<file path="src/rtl/instr_fetch_ram_pkg.sv">
// Shared definitions for the instruction-fetch stage: FSM encodings and PC constants.
package instr_fetch_ram_pkg;

    typedef enum logic [2:0] {
        ST_GAP   = 3'd0,
        ST_ISSUE = 3'd1,
        ST_WAIT  = 3'd2,
        ST_HOLD  = 3'd3,
        ST_ERR   = 3'd4
    } fetch_state_e;

    localparam int          INSTR_BYTES      = 4;
    localparam logic [31:0] INSTR_STEP       = 32'(INSTR_BYTES);
    localparam logic [31:0] DEFAULT_RESET_PC = 32'h0000_0000;

    function automatic logic is_word_aligned(input logic [31:0] addr);
        return (addr[1:0] == 2'b00);
    endfunction

endpackage

</file>
<file path="src/rtl/instr_fetch_ram_pc_npc.sv">
// SPARC PC/nPC pair; a load (redirect) overrides a sequential advance.
module pc_npc_reg
    import instr_fetch_ram_pkg::*;
#(
    parameter logic [31:0] RESET_PC = DEFAULT_RESET_PC
) (
    input  logic        clk,
    input  logic        rst_n,
    input  logic        i_advance,
    input  logic        i_load,
    input  logic [31:0] i_target,
    output logic [31:0] o_pc
);

    logic [31:0] r_pc;
    logic [31:0] r_npc;

    always_ff @(posedge clk or negedge rst_n) begin
        if (!rst_n) begin
            r_pc  <= RESET_PC;
            r_npc <= RESET_PC + INSTR_STEP;
        end else if (i_load) begin
            r_pc  <= i_target;
            r_npc <= i_target + INSTR_STEP;
        end else if (i_advance) begin
            r_pc  <= r_npc;
            r_npc <= r_npc + INSTR_STEP;
        end
    end

    assign o_pc = r_pc;

endmodule

</file>
<file path="src/rtl/instr_fetch_ram.sv">
// Fetch stage in front of ram128x32: one enable pulse per word read, result
// held on a valid/ready port to decode; redirects restart or park the fetcher.
module instr_fetch_ram
    import instr_fetch_ram_pkg::*;
#(
    parameter int          ADDR_W   = 7,
    parameter int          DATA_W   = 32,
    parameter logic [31:0] RESET_PC = DEFAULT_RESET_PC,
    parameter int          RAM_LAT  = 1
) (
    input  logic              clk,
    input  logic              rst_n,
    output logic              ram_enable,
    output logic              ram_read_write,
    output logic [ADDR_W-1:0] ram_address,
    output logic [DATA_W-1:0] ram_data_in,
    input  logic [DATA_W-1:0] ram_data_out,
    output logic              if_valid,
    input  logic              if_ready,
    output logic [DATA_W-1:0] if_instr,
    output logic [31:0]       if_pc,
    input  logic              redirect_valid,
    input  logic [31:0]       redirect_target,
    output logic              misalign_err
);

    localparam logic [2:0] LAT_INIT = 3'(RAM_LAT - 1);

    fetch_state_e      r_state;
    fetch_state_e      w_state_nxt;
    logic [2:0]        r_lat_cnt;
    logic              r_ram_enable;
    logic [ADDR_W-1:0] r_ram_address;
    logic              r_if_valid;
    logic [DATA_W-1:0] r_if_instr;
    logic [31:0]       r_if_pc;
    logic              r_misalign_err;
    logic [31:0]       w_pc;
    logic              w_issue;
    logic              w_capture;
    logic              w_xfer;
    logic              w_load;
    logic              w_misalign;

    pc_npc_reg #(
        .RESET_PC (RESET_PC)
    ) u_pc_npc (
        .clk       (clk),
        .rst_n     (rst_n),
        .i_advance (w_capture),
        .i_load    (w_load),
        .i_target  (redirect_target),
        .o_pc      (w_pc)
    );

    always_ff @(posedge clk or negedge rst_n) begin
        if (!rst_n) r_state <= ST_GAP;
        else        r_state <= w_state_nxt;
    end

    // Redirect pre-empts every state, so a capture in the same cycle is lost.
    always_comb begin
        w_state_nxt = r_state;
        w_issue     = 1'b0;
        w_capture   = 1'b0;
        w_xfer      = 1'b0;
        w_load      = 1'b0;
        w_misalign  = 1'b0;
        if (redirect_valid) begin
            if (is_word_aligned(redirect_target)) begin
                w_load      = 1'b1;
                w_state_nxt = ST_GAP;
            end else begin
                w_misalign  = 1'b1;
                w_state_nxt = ST_ERR;
            end
        end else begin
            case (r_state)
                ST_GAP:   w_state_nxt = ST_ISSUE;
                ST_ISSUE: begin
                    w_issue     = 1'b1;
                    w_state_nxt = ST_WAIT;
                end
                ST_WAIT: begin
                    if (r_lat_cnt == 3'd0) begin
                        w_capture   = 1'b1;
                        w_state_nxt = ST_HOLD;
                    end
                end
                ST_HOLD: begin
                    if (r_if_valid && if_ready) begin
                        w_xfer      = 1'b1;
                        w_state_nxt = ST_ISSUE;
                    end
                end
                ST_ERR:   w_state_nxt = ST_ERR;
                default:  w_state_nxt = ST_GAP;
            endcase
        end
    end

    always_ff @(posedge clk or negedge rst_n) begin
        if (!rst_n) begin
            r_lat_cnt      <= 3'd0;
            r_ram_enable   <= 1'b0;
            r_ram_address  <= '0;
            r_if_valid     <= 1'b0;
            r_if_instr     <= '0;
            r_if_pc        <= '0;
            r_misalign_err <= 1'b0;
        end else begin
            r_misalign_err <= w_misalign;
            if (redirect_valid) begin
                r_if_valid   <= 1'b0;
                r_ram_enable <= 1'b0;
            end else begin
                if (w_issue) begin
                    r_ram_enable  <= 1'b1;
                    r_ram_address <= w_pc[ADDR_W+1:2];
                    r_lat_cnt     <= LAT_INIT;
                end
                if (r_state == ST_WAIT && !w_capture) begin
                    r_lat_cnt <= r_lat_cnt - 3'd1;
                end
                if (w_capture) begin
                    r_if_instr   <= ram_data_out;
                    r_if_pc      <= w_pc;
                    r_if_valid   <= 1'b1;
                    r_ram_enable <= 1'b0;
                end
                if (w_xfer) begin
                    r_if_valid <= 1'b0;
                end
            end
        end
    end

    assign ram_enable     = r_ram_enable;
    assign ram_read_write = 1'b1;
    assign ram_address    = r_ram_address;
    assign ram_data_in    = '0;
    assign if_valid       = r_if_valid;
    assign if_instr       = r_if_instr;
    assign if_pc          = r_if_pc;
    assign misalign_err   = r_misalign_err;

endmodule

</file>
<file path="config.mk">
export PLATFORM = sky130hd
export DESIGN_NAME = instr_fetch_ram
export DESIGN_NICKNAME = d
export VERILOG_FILES = /design/src/rtl/instr_fetch_ram_pkg.sv /design/src/rtl/instr_fetch_ram_pc_npc.sv /design/src/rtl/instr_fetch_ram.sv
export SDC_FILE = /design/constraint.sdc
export NUM_CORES = 1
export LEC_CHECK = 0
export ABC_CLOCK_PERIOD_IN_PS = 7800
export BUFFER_PORTS_ARGS = -buffer_cell sky130_fd_sc_hd__buf_2
export CORE_MARGIN = 1.5
export CORE_UTILIZATION = 59
export DETAILED_ROUTE_END_ITERATION = 8
export GPL_TIMING_DRIVEN = 0
export PLACE_DENSITY = 0.95
export SLEW_MARGIN = 20
export SYNTH_ARGS = -nofsm -noshare
export SYNTH_HDL_FRONTEND = slang
export SYNTH_HIERARCHICAL = 1
export SYNTH_SLANG_ARGS = --single-unit
</file>
<file path="constraint.sdc">
create_clock -name clk -period 7.8 [get_ports clk]
set_input_delay 0.39 -clock clk [delete_from_list [all_inputs] [get_ports clk]]
set_output_delay 0.39 -clock clk [all_outputs]
set_load 0.03 [all_outputs]
</file>
==> results.cfg <==
[pwr]
seqPwrFrac_pct = 40.2
power_switching_mw = 0.906
p_total_mw = 2.64
powerDensity_nw_per_um2 = 286
p_comb_share_pct = 29.3
clock_power_share_pct = 30.6
peakVddDrop_v = 0.000160
swShare_pct = 34.2
power.leakage_nw = 4.47
p_int_mw = 1.74

[timing]
max_freq_mhz = 248
drv_slew = 0
min_period_over_period_pct = 51.7
relSlewSlack_pct = 39.8
tns_ns = 0
finClkSkew_ns = 0.00746
post-route-min-period_ns = 4.04
hold_violations = 0
tightest_slew_ns = 0.902
setup_viol = 0
rsz0062_at_grt = no

[clocking]
clock-sinks = 144
tritoncts = built
cts_buffers = 17
clk_latency_ns = 0.42
ctsHtreeMaxLevel = 4
cts_max_path_buffers = 2
path_clk_slew_ns = 0.06
root_buffer = clkbuf_16
cts_setup_buffers = 0

[setup_path]
crit_buf_inv = 8
cp_slowest_cell = nor3b_1
start_kind = primary input
crit_arrival_ns = 4.31
timing.critical_path.cells = buf_4 > nor3b_1 > buf_4 > buf_6 > buf_6 > clkbuf_1 > clkbuf_1 > mux2_2 > ha_1 > inv_1 > a221oi_2 > and4_1 > clkbuf_1 > nand3_1 > xor2_1 > mux2i_1
cp_top_family = buffers and inverters
worstPathRequired_ns = 8.07
crit_top_cell = clkbuf_1
crit_type = in -> reg
max_stage_delay_ns = 0.41
critPathMaxFanout = 10
critPathCaptureType = flip-flop

[synthesis]
synthDistinctLibCells = 54
ys.warnings.count = 6
synth_edf_count = 0
async_reset_ff_share_pct = 100
yosysSeqAreaShare_pct = 47.5
syn_inst = 669
ys_ff_latch = 144
synth_area_per_cell_um2 = 11.3
syn_area_um2 = 7590
synthFlopType = dfrtp_1

[detailed_routing]
drt_first_iter_violations = 659
route.detailed.drc = 0
via_per_inst = 5.66
routed_wl_um = 18500
num_vias = 5924
ant_nets = 0
drt-wirelength-per-cell_um = 17.7
firstDrtPassIters = 5

[placement]
portBuffers = 140
place_area_um2 = 8660
gp_congestion = 0.908
dp_hpwl_um = 12600

[status]
outcome = finished, final reports clean

[global_routing]
grt_pass1_wl_um = 28900
antenna_found_initial = 1
grt_overflow = 0
grt_max_degree = 90
grt_pass1_vias = 5729
grt.total_usage_pct = 27.8

[floorplan]
die_h_um = 116
coreArea_um2 = 12600
die_x_um = 116
io-pin-count = 175
dieArea_um2 = 13500
start_util_pct = 60.4
rows = 41

[min_path]
hp-class = in -> reg

[cells_and_area]
area_growth_pct = 22.0
drive_above_1_share_pct = 35.9
num-nets-final = 932
final_area_um2 = 9260

[run]
maxCapViolations = 0
cell usage after synthesis (2+ instances only):
master,count,area [um2]
a21boi_0,2,15.0
a21oi_1,11,55.1
a222oi_1,2,20.0
a22oi_1,4,30.0
and3_1,2,12.5
and4_1,2,17.5
buf_1,6,22.5
buf_2,6,30.0
buf_4,36,270
buf_6,8,90.1
clkbuf_1,13,48.8
conb_1,2,7.51
dfrtp_1,143,3580
ha_1,3,37.5
inv_1,13,48.8
mux2_2,27,304
mux2_4,49,736
mux2i_1,49,490
nand2_1,69,259
nand2b_1,4,25.0
nand3_1,38,190
nand3_2,3,30.0
nand3b_1,12,90.1
nand4_1,7,43.8
nand4b_1,3,26.3
nor2_1,15,56.3
nor3_1,6,30.0
nor3b_1,2,15.0
nor4_2,2,25.0
o211ai_1,2,15.0
o21ai_0,48,240
or2_2,2,12.5
or4_1,2,15.0
xnor2_1,29,254
xor2_1,28,245
final cells by class:
cell class,count,area (um2)
Sequential cell,144,3600
Multi-Input combinational cell,474,3590
Fill cell,840,3310
Timing Repair Buffer,142,748
Clock buffer,22,484
Buffer,69,462
Tap cell,172,215
Clock inverter,9,105
Inverter,13,48.8
Antenna cell,1,2.50
state kept, by name, indices dropped and copies added, names as in the netlist:
name	count
ram_address	7
if_valid	1
u_pc_npc/o_pc	32
ram_enable	1
r_lat_cnt	3
if_instr	32
r_state	3
misalign_err	1
u_pc_npc/r_npc	32
if_pc	32
power by group through the flow:
stage / registers [mW] / clock network, mW / logic [mW]
final: 1.06 / 0.808 / 0.775
after global routing: 1.08 / 0.852 / 0.828
after CTS: 1.06 / 0.817 / 0.773
after detailed placement: 1.07 / 0 / 0.762
after global placement: 1.06 / 0 / 0.737
after floorplan: 1.24 / 0 / 0.351
timing repair:
item,in CTS,in global routing
hold buffers,1,0
endpoints found under the hold margin,55,0
endpoints found under the setup margin,0,0
gates resized for setup,0,0
logic make-up (layout without fill, tap and decap cells):
group                    Yosys count  in the layout  share of synthesized area, %
adder cells (fa/ha/maj)            3              3                         0.495
AND/OR/NAND/NOR                  178            178                          12.5
XOR/XNOR                          57             57                          6.58
other                              2             34                        0.0990
flip-flops                       144            144                          47.5
multiplexers                     125            125                          20.2
AO/OA/AOI/OAI                     78             78                          5.95
buffers and inverters             82            255                          6.73
path summary, 6_finish.rpt:
path / startpoint / endpoint / slack [ns] / cells after the start
max in group asynchronous: rst_n / u_pc_npc/r_npc[2] / 6.53 / 3
min in group asynchronous: rst_n / if_pc[21] / 0.48 / 2
min: redirect_target[2] / u_pc_npc/r_npc[2] / 0.16 / 2
min reg2reg: ram_address[1] / ram_address[1] / 0.50 / 1
max reg2reg: r_lat_cnt[0] / u_pc_npc/o_pc[10] / 4.53 / 11
max: redirect_valid / u_pc_npc/r_npc[20] / 3.76 / 16
cells in the final DEF (no fill, tap or decap), types with 12 or more instances in the layout:
master     synthesis  routed
conb_1             2      33
nand3b_1          12      12
xor2_1            28      28
inv_1             13      13
buf_2              6     145
nand3_1           38      38
nor2_1            15      15
xnor2_1           29      29
mux2_4            49      49
o21ai_0           48      48
clkbuf_1          13      14
dfrtp_1          143     143
buf_4             36      36
nand2_1           69      69
clkbuf_16          0      17
mux2i_1           49      49
mux2_2            27      27
metrics by stage:
stage	cells	setup WS, ns	hold WS [ns]	util [%]
2_1_floorplan	700	4.48	0.0944	-
3_3_place_gp	1012	3.62	0.482	68.6
3_5_place_dp	1013	3.56	0.335	68.9
4_1_cts	1045	3.93	0.139	73.6
5_1_grt	1046	3.56	0.159	73.7
6_report	1046	3.76	0.159	73.7
routing by layer:
metal  share of wire (%)  track usage, %  vias to the layer above
li1                    -               -                     2652
met3                 9.0            6.02                       59
met5                   0               0                        -
met1                  40            35.6                     2839
met2                  48            45.6                      374
met4                 2.8            12.2                        0
Note: power is estimated with default switching activity, not from simulation.
